`config.mk`:
```
export PLATFORM = sky130hd
export DESIGN_NAME = hazard_detection_unit_flat
export DESIGN_NICKNAME = d
export VERILOG_FILES = /design/src/rtl/hazard_detection_unit_if.sv /design/src/rtl/hazard_detection_unit.sv /design/src/flat_wrapper.sv
export SDC_FILE = /design/constraint.sdc
export NUM_CORES = 1
export LEC_CHECK = 0
export BUFFER_PORTS_ARGS = -buffer_cell sky130_fd_sc_hd__clkbuf_2
export CAP_MARGIN = 20
export CORE_MARGIN = 8
export CORE_UTILIZATION = 36
export DETAILED_ROUTE_END_ITERATION = 8
export PLACE_DENSITY = 0.79
export SYNTH_ARGS = -nofsm -noshare
export SYNTH_HDL_FRONTEND = slang
export SYNTH_SLANG_ARGS = --single-unit
```
`constraint.sdc`:
```
create_clock -name clk -period 1.8 [get_ports clk]
set_clock_uncertainty 0.15 [all_clocks]
set_input_delay 0.18 -clock clk [delete_from_list [all_inputs] [get_ports clk]]
set_output_delay 0.18 -clock clk [all_outputs]
set_load 0.005 [all_outputs]
```
`src/rtl/hazard_detection_unit_if.sv`:
```
// Hazard unit bundle: ID/EX operand info in, pipeline control out.
// master = pipeline side, slave = hazard_detection_unit.
interface hazard_detection_unit_if #(
  parameter int CNT_W = 16
);
  logic             IdEx_MemRead;
  logic [4:0]       IdEx_Rd;
  logic [4:0]       IfId_Rn;
  logic [4:0]       IfId_Rm;
  logic             IfId_UsesRm;
  logic             brTaken;
  logic             PCWrite;
  logic             IfIdWrite;
  logic             IdExBubble;
  logic             IfIdFlush;
  logic [CNT_W-1:0] stallCount;
  logic [CNT_W-1:0] flushCount;

  modport master (
    output IdEx_MemRead, IdEx_Rd, IfId_Rn, IfId_Rm,
    output IfId_UsesRm, brTaken,
    input  PCWrite, IfIdWrite, IdExBubble, IfIdFlush,
    input  stallCount, flushCount
  );

  modport slave (
    input  IdEx_MemRead, IdEx_Rd, IfId_Rn, IfId_Rm,
    input  IfId_UsesRm, brTaken,
    output PCWrite, IfIdWrite, IdExBubble, IfIdFlush,
    output stallCount, flushCount
  );
endinterface

```
`src/rtl/hazard_detection_unit.sv`:
```
// Load-use stall / taken-branch flush controller for the ID stage.
// Optional perf counters enabled by defining HAZARD_PERF_CNT_EN.
module hazard_detection_unit #(
  parameter int FLUSH_CYCLES = 2,
  parameter int CNT_W        = 16
) (
  input  logic                     clk,
  input  logic                     reset,
  hazard_detection_unit_if.slave   hz
);

  localparam logic [0:0] RUN   = 1'b0;
  localparam logic [0:0] FLUSH = 1'b1;
  localparam logic [2:0] RELOAD = 3'(FLUSH_CYCLES - 1);

  logic [0:0] state_q, state_d;
  logic [2:0] left_q, left_d;
  logic       load_use;
  logic       flush;
  logic       stall;

  // Hazard detect; XZR never hazards, branch beats load-use
  always_comb begin
    load_use = hz.IdEx_MemRead
             & (hz.IdEx_Rd != 5'd31)
             & ((hz.IdEx_Rd == hz.IfId_Rn)
             | (hz.IfId_UsesRm & (hz.IdEx_Rd == hz.IfId_Rm)));
    flush = hz.brTaken | (state_q == FLUSH);
    stall = ~flush & load_use;
  end

  // Control outputs, held at pass-through values during reset
  always_comb begin
    hz.PCWrite    = 1'b1;
    hz.IfIdWrite  = 1'b1;
    hz.IdExBubble = 1'b0;
    hz.IfIdFlush  = 1'b0;
    if (!reset) begin
      hz.PCWrite    = ~stall;
      hz.IfIdWrite  = ~stall;
      hz.IdExBubble = flush | stall;
      hz.IfIdFlush  = flush;
    end
  end

  // Next state: branch (re)loads the flush window, FLUSH counts down
  always_comb begin
    state_d = state_q;
    left_d  = left_q;
    if (hz.brTaken) begin
      if (FLUSH_CYCLES > 1) begin
        state_d = FLUSH;
        left_d  = RELOAD;
      end else begin
        state_d = RUN;
        left_d  = 3'd0;
      end
    end else if (state_q == FLUSH) begin
      if (left_q <= 3'd1) begin
        state_d = RUN;
        left_d  = 3'd0;
      end else begin
        left_d  = left_q - 3'd1;
      end
    end
  end

  // State register
  always_ff @(posedge clk) begin
    if (reset) begin
      state_q <= RUN;
      left_q  <= 3'd0;
    end else begin
      state_q <= state_d;
      left_q  <= left_d;
    end
  end

`ifdef HAZARD_PERF_CNT_EN
  logic [CNT_W-1:0] stall_cnt_q;
  logic [CNT_W-1:0] flush_cnt_q;

  // Saturating event counters
  always_ff @(posedge clk) begin
    if (reset) begin
      stall_cnt_q <= '0;
      flush_cnt_q <= '0;
    end else begin
      if (stall && (stall_cnt_q != '1))
        stall_cnt_q <= stall_cnt_q + 1'b1;
      if (hz.brTaken && (flush_cnt_q != '1))
        flush_cnt_q <= flush_cnt_q + 1'b1;
    end
  end

  assign hz.stallCount = stall_cnt_q;
  assign hz.flushCount = flush_cnt_q;
`else
  assign hz.stallCount = '0;
  assign hz.flushCount = '0;
`endif

endmodule
```
`src/flat_wrapper.sv`:
```
// flat-port wrapper written by rule: the top's interface ports become plain ports
module hazard_detection_unit_flat 
#(
  parameter int FLUSH_CYCLES = 2,
  parameter int CNT_W        = 16
)
  (clk, reset, hz_IdEx_MemRead, hz_IdEx_Rd, hz_IfId_Rn, hz_IfId_Rm, hz_IfId_UsesRm, hz_brTaken, hz_PCWrite, hz_IfIdWrite, hz_IdExBubble, hz_IfIdFlush, hz_stallCount, hz_flushCount);
  hazard_detection_unit_if #(.CNT_W(CNT_W)) hz_i ();
  input  logic clk;
  input  logic reset;
  input wire logic [$bits(hz_i.IdEx_MemRead)-1:0] hz_IdEx_MemRead;
  input wire logic [$bits(hz_i.IdEx_Rd)-1:0] hz_IdEx_Rd;
  input wire logic [$bits(hz_i.IfId_Rn)-1:0] hz_IfId_Rn;
  input wire logic [$bits(hz_i.IfId_Rm)-1:0] hz_IfId_Rm;
  input wire logic [$bits(hz_i.IfId_UsesRm)-1:0] hz_IfId_UsesRm;
  input wire logic [$bits(hz_i.brTaken)-1:0] hz_brTaken;
  output wire logic [$bits(hz_i.PCWrite)-1:0] hz_PCWrite;
  output wire logic [$bits(hz_i.IfIdWrite)-1:0] hz_IfIdWrite;
  output wire logic [$bits(hz_i.IdExBubble)-1:0] hz_IdExBubble;
  output wire logic [$bits(hz_i.IfIdFlush)-1:0] hz_IfIdFlush;
  output wire logic [$bits(hz_i.stallCount)-1:0] hz_stallCount;
  output wire logic [$bits(hz_i.flushCount)-1:0] hz_flushCount;
  assign hz_i.IdEx_MemRead = hz_IdEx_MemRead;
  assign hz_i.IdEx_Rd = hz_IdEx_Rd;
  assign hz_i.IfId_Rn = hz_IfId_Rn;
  assign hz_i.IfId_Rm = hz_IfId_Rm;
  assign hz_i.IfId_UsesRm = hz_IfId_UsesRm;
  assign hz_i.brTaken = hz_brTaken;
  assign hz_PCWrite = hz_i.PCWrite;
  assign hz_IfIdWrite = hz_i.IfIdWrite;
  assign hz_IdExBubble = hz_i.IdExBubble;
  assign hz_IfIdFlush = hz_i.IfIdFlush;
  assign hz_stallCount = hz_i.stallCount;
  assign hz_flushCount = hz_i.flushCount;
  hazard_detection_unit #(.FLUSH_CYCLES(FLUSH_CYCLES), .CNT_W(CNT_W)) u_core (.clk(clk), .reset(reset), .hz(hz_i));
endmodule
```
* After elaboration in Yosys (flattened, before gate mapping)
Index checks and enable logic that the tools add are counted.
** Cells by class
- Equality and inequality tests :: 3
- Bitwise gates (word level) :: 9
- Reductions and logical operators :: 2
- $lt $le $gt $ge :: 1
- Multiplexer cells :: 9
- Add/subtract/negate cells :: 1
** Operator list (count)
- $eq 5x5->1 :: 2
- $mux 1 :: 8
- $ne 5x5->1 const B :: 1
- $and 1x1->1 :: 4
- $le 3x1->1 const B :: 1
- $mux 3 :: 1
- $or 1x1->1 :: 3
- $sub 3x1->3 const B :: 1
- $not 1->1 :: 2
- $reduce_bool 2->1 :: 1
- $reduce_or 2->1 :: 1
** Word-level totals
- Word-level logic and storage cells :: 28
- Output and inout port bits :: 36
- Register bits :: 4

* Longest topological paths before layout
- Depth after elaboration :: 7
- Gate-level depth with buffers :: 6
- Gate-level depth less buffers :: 6

* Worst setup path before layout
OpenSTA, ideal clock, no wires.
- Path type :: input-to-output
- From :: input hz_IdEx_Rd[3]
- To :: output hz_PCWrite
- Data arrival time :: 1377 ps
- Stages :: 5
- Path slack :: 93 ps
- Path through :: xor2_1 nor4_1 a32oi_1 or4_1 buf_4
** On the way
- Longest elaborated chain between the ends :: 7
- Elaborated cells on any way between the ends :: 10
- Those cells by class :: 3 x eq/ne; 1 x mux; 6 x bitwise
** Ends and longest elaborated chain
- start, declared :: RTL line flat_wrapper.sv:12 : input wire logic [$bits(hz_i.IdEx_Rd)-1:0] hz_IdEx_Rd;
- $eq 5x5->1 :: RTL line hazard_detection_unit.sv:27 : | (hz.IfId_UsesRm & (hz.IdEx_Rd == hz.IfId_Rm)));
- $and 1x1->1 :: RTL line hazard_detection_unit.sv:27
- $or 1x1->1 :: RTL line hazard_detection_unit.sv:27
- $and 1x1->1 (*) :: RTL line hazard_detection_unit.sv:26 : & ((hz.IdEx_Rd == hz.IfId_Rn)
- $and 1x1->1 (*) :: RTL line hazard_detection_unit.sv:29 : stall = ~flush & load_use;
- $not 1->1 (*)
- $mux 1 (*)
- end, declared :: RTL line flat_wrapper.sv:17 : output wire logic [$bits(hz_i.PCWrite)-1:0] hz_PCWrite;
Every way passes the cells marked *; elsewhere a longest branch is shown, timed or not.

* Worst setup path in the final report
- From :: input hz_IdEx_Rd[4]
- To :: output hz_IfIdWrite
** On the way
- Longest elaborated chain between the ends :: 7
- Elaborated cells on any way between the ends :: 10
- Those cells by class :: 3 x eq/ne; 1 x mux; 6 x bitwise
** Ends and longest elaborated chain
- $eq 5x5->1 :: RTL line hazard_detection_unit.sv:27
- $and 1x1->1 :: RTL line hazard_detection_unit.sv:27
- $or 1x1->1 :: RTL line hazard_detection_unit.sv:27
- $and 1x1->1 (*) :: RTL line hazard_detection_unit.sv:26
- $and 1x1->1 (*) :: RTL line hazard_detection_unit.sv:29
- $not 1->1 (*) :: RTL line hazard_detection_unit.sv:40 : hz.IfIdWrite = ~stall;
- $mux 1 (*) :: RTL line hazard_detection_unit.sv:38 : if (!reset) begin
- end, declared :: RTL line flat_wrapper.sv:18 : output wire logic [$bits(hz_i.IfIdWrite)-1:0] hz_IfIdWrite;
Marked as above.

==> Implementation_results.wiki <==
{| class="wikitable"
! Metric !! Value
|-
| Result of the run || finished, final reports clean
|-
| Yosys top cell area share || 41.7%
|-
| Startpoint type of the worst setup path || input pin
|-
| Pwr/cell area || 477 nW/um2
|-
| Row count || 14
|-
| Max Fanout on Critical Path || 3
|-
| Synth-to-layout area growth || 8.00%
|-
| Hold WC Path Type || in2reg
|-
| Post-CTS clock slew at the launch and capture registers of the worst setup and hold paths || 40 ps
|-
| Main flop type after synthesis || dfxtp_1
|-
| Clock latency on the worst-skew pair || 230 ps
|-
| Number of enable-type register cells in the synthesized netlist || 0
|-
| GRT Util Overall || 8.57%
|-
| CP top delay family || simple AND/OR/NAND/NOR gates
|-
| Synthesized instance count || 77
|-
| Switching share of power || 30.7%
|-
| Biggest area consumer among synthesized cells || buf_4
|-
| Number of antenna violations at the first check in global routing || 0
|-
| Proportion of synthesized chip area in sequential cells || 13.5%
|-
| Period Utilization, post-route || 96.4%
|-
| Critical path cell sequence || clkbuf_2 -> xor2_1 -> nor4_1 -> a32oi_1 -> or4_1 -> clkbuf_2
|-
| Avg Cell Area, Syn || 7.72 um2
|-
| Top achievable clock speed || 0.576 GHz
|-
| Die area || 3210 um2
|-
| CTS Root Cell || clkbuf_4
|-
| Place WS || -28.6 ps
|-
| Largest net degree at the start of global routing || 8
|-
| Share of the core filled with cells || 42.1%
|-
| Clock Power Share || 35.7%
|-
| Worst Path Arrival || 1410 ps
|-
| Placed standard-cell area || 613 um2
|-
| Clock Sinks || 4
|-
| Switching pwr || 93.8 uW
|-
| Reg-to-reg critical path startpoint || u_core.left_q[0]
|-
| DRC errors left || 0
|-
| Clock tree from TritonCTS || yes
|-
| Async set-reset flop share out of synthesis || 0%
|-
| CP Launch Point || hz_IdEx_Rd[4]
|-
| DRC marker count from the first detailed-route iteration || 13
|-
| Width of the chip || 56.6 um
|-
| Area of the placeable core || 1520 um2
|-
| Static power due to leakage || 0.359 nW
|-
| Peak supply drop || 0.000217 V
|-
| Y dimension of the die || 56.6 um
|-
| Antenna cells || 0
|-
| Final hold viol count || 0
|-
| Number of max-cap violations || 0
|-
| Final total power || 306 uW
|-
| Routed Antenna Nets || 0
|-
| Wire length of the first global-routing pass || 2280 um
|-
| Wire length per cell after detailed routing || 11.5 um
|-
| Max stage delay cell, worst path || or4_1
|-
| Number of detailed-route iterations in the first pass || 4
|-
| Estimated wirelength of the detail-placed design || 1230 um
|-
| Critical Path Max Stage Delay || 430 ps
|-
| CTS buffer count || 3
|-
| Yosys cell types || 23
|-
| Vias per cell || 4.15
|-
| RSZ-0062 raised after global routing || true
|-
| Required time of the worst setup path || 1470 ps
|-
| Number of post-CTS setup repair buffers || 0
|-
| Proportion of power drawn by combinational gates || 32.5%
|-
| I/O pins || 56
|-
| Final weighted congestion in routability-driven placement || 0.719
|-
| Total of fill cells in the finished design || 155
|-
| Largest cells by area after synthesis || buf_4 42%, dfxtp_1 13%, xor2_1 13%
|-
| Buffering stage count on the worst path with inverters included || 2
|-
| Number of buffers added on ports || 23
|-
| Post-route standard cell area excluding fillers || 642 um2
|-
| Max-slew violation count || 0
|-
| Clock H-tree levels || 1
|-
| Starting density of the core || 39.0%
|-
| Slack of the worst reg-to-reg path || 270 ps
|-
| Number of vias in the routed layout || 494
|-
| Crit Reg-Reg Endpoint || u_core.left_q[1]
|-
| Final-stage net count || 127
|-
| Register bit total from synthesis || 4
|-
| Max Buffers Root-to-Sink || 2
|-
| Fraction of final layout cells sized beyond drive strength 1 || 28.2%
|-
| Overflow after GRT || 0
|-
| Number of cell instances on the worst register-to-register path || 5
|-
| Synth Warn # || 0
|-
| Via count of the first global-routing pass || 555
|-
| Internal power || 212 uW
|-
| Worst Setup EP || hz_IfIdWrite
|-
| Post-synthesis instance area || 594 um2
|-
| Path type of the worst setup path || in2out
|-
| Worst-case setup margin in the final layout || 64.7 ps
|-
| Critical Path Most Common Cell || clkbuf_2
|-
| Kind of end point of the critical path || output port
|-
| Shortest clock period the worst path allows after layout || 1740 ps
|-
| Depth of the critical timing path with buffers and inverters included || 6
|-
| # setup viols final || 0
|-
| Aggregate routed wire length || 1360 um
|-
| Sequential group share of total power || 31.8%
|}
registers in the layout (all words and copies together), names as in the netlist:
name / flops
u_core.left_q: 3
u_core.state_q: 1
power by group through the flow:
stage	Sequential [mW]	Combinational, mW	Clock, mW
floorplan	0.0976	0.103	0
CTS	0.0973	0.0955	0.117
global placement	0.0985	0.0930	0
detailed placement	0.0987	0.0950	0
global route	0.0977	0.114	0.127
finish	0.0973	0.0996	0.109
how the worst min path moves through the flow:
stage | start | endpoint | cells past startpoint
floorplan | reset | u_core.state_q | 1
global placement | reset | u_core.state_q | 2
detailed placement | reset | u_core.state_q | 2
CTS | reset | u_core.state_q | 2
global route | hz_brTaken | u_core.left_q[2] | 2
finish | reset | u_core.state_q | 2
placed cells by master, fill, tap and decap left out:
master     Yosys  final
conb_1         1     32
clkbuf_2       0     22
xor2_1         9      9
inv_1          4      4
nor2_1         4      4
dfxtp_1        4      4
nor3_1         3      3
a21oi_1        3      3
clkbuf_4       0      3
ha_1           2      2
buf_4         33      2
nor4_1         1      1
xnor2_1        1      1
a32oi_1        1      1
and3_1         1      1
nand3_1        1      1
nand3b_1       1      1
o22ai_1        1      1
or4_1          1      1
o21ba_2        1      1
o21ai_0        1      1
a2bb2oi_1      1      1
nand2_1        1      1
nor3b_1        1      1
o21a_1         1      1
buf_6          0      1
stage by stage:
stage | instances | setup TNS, ps | hold WS, ps
4_1_cts | 119 | 0 | 41.3
3_3_place_gp | 116 | 0 | 292
5_1_grt | 119 | -30.0 | 59.1
6_report | 119 | 0 | 44.7
3_5_place_dp | 116 | -54.0 | 289
2_1_floorplan | 108 | 0 | 99.1
cell usage after synthesis, types with 2 or more instances:
cell type,n
buf_4,33
xor2_1,9
dfxtp_1,4
inv_1,4
nor2_1,4
a21oi_1,3
nor3_1,3
ha_1,2
kinds of logic (layout without fill, tap and decap cells):
group / Yosys count / after routing / synth area share (%)
AO/OA/AOI/OAI: 9 / 9 / 10.3
XOR/XNOR: 10 / 10 / 14.7
adder cells (fa/ha/maj): 2 / 2 / 4.21
buffers and inverters: 37 / 32 / 44.2
flip-flops: 4 / 4 / 13.5
other: 1 / 32 / 0.631
AND/OR/NAND/NOR: 14 / 14 / 12.4
layer usage:
metal	up-vias	track usage, %	part of all wire [%]
met5	-	0	0
met4	0	6.19	1.7
met3	4	3.37	9.1
met2	29	14.7	53
met1	222	8.01	36
li1	239	-	-
area by class of cell:
cell class | count | area (um2) | area share, %
inverter | 4 | 15.0 | 2.34
sequential | 4 | 80.1 | 12.5
tap | 16 | 20.0 | 3.12
clock buffer | 3 | 22.5 | 3.51
multi-input combinational | 67 | 368 | 57.3
timing repair buffer | 25 | 136 | 21.2
what timing repair did:
item                                    CTS  global route
endpoints found under the setup margin    2             2
pin swaps                                 3             1
gates resized for setup                   0             1
hold buffers                              0             0
No activity file was read; power rests on OpenSTA's default activity.
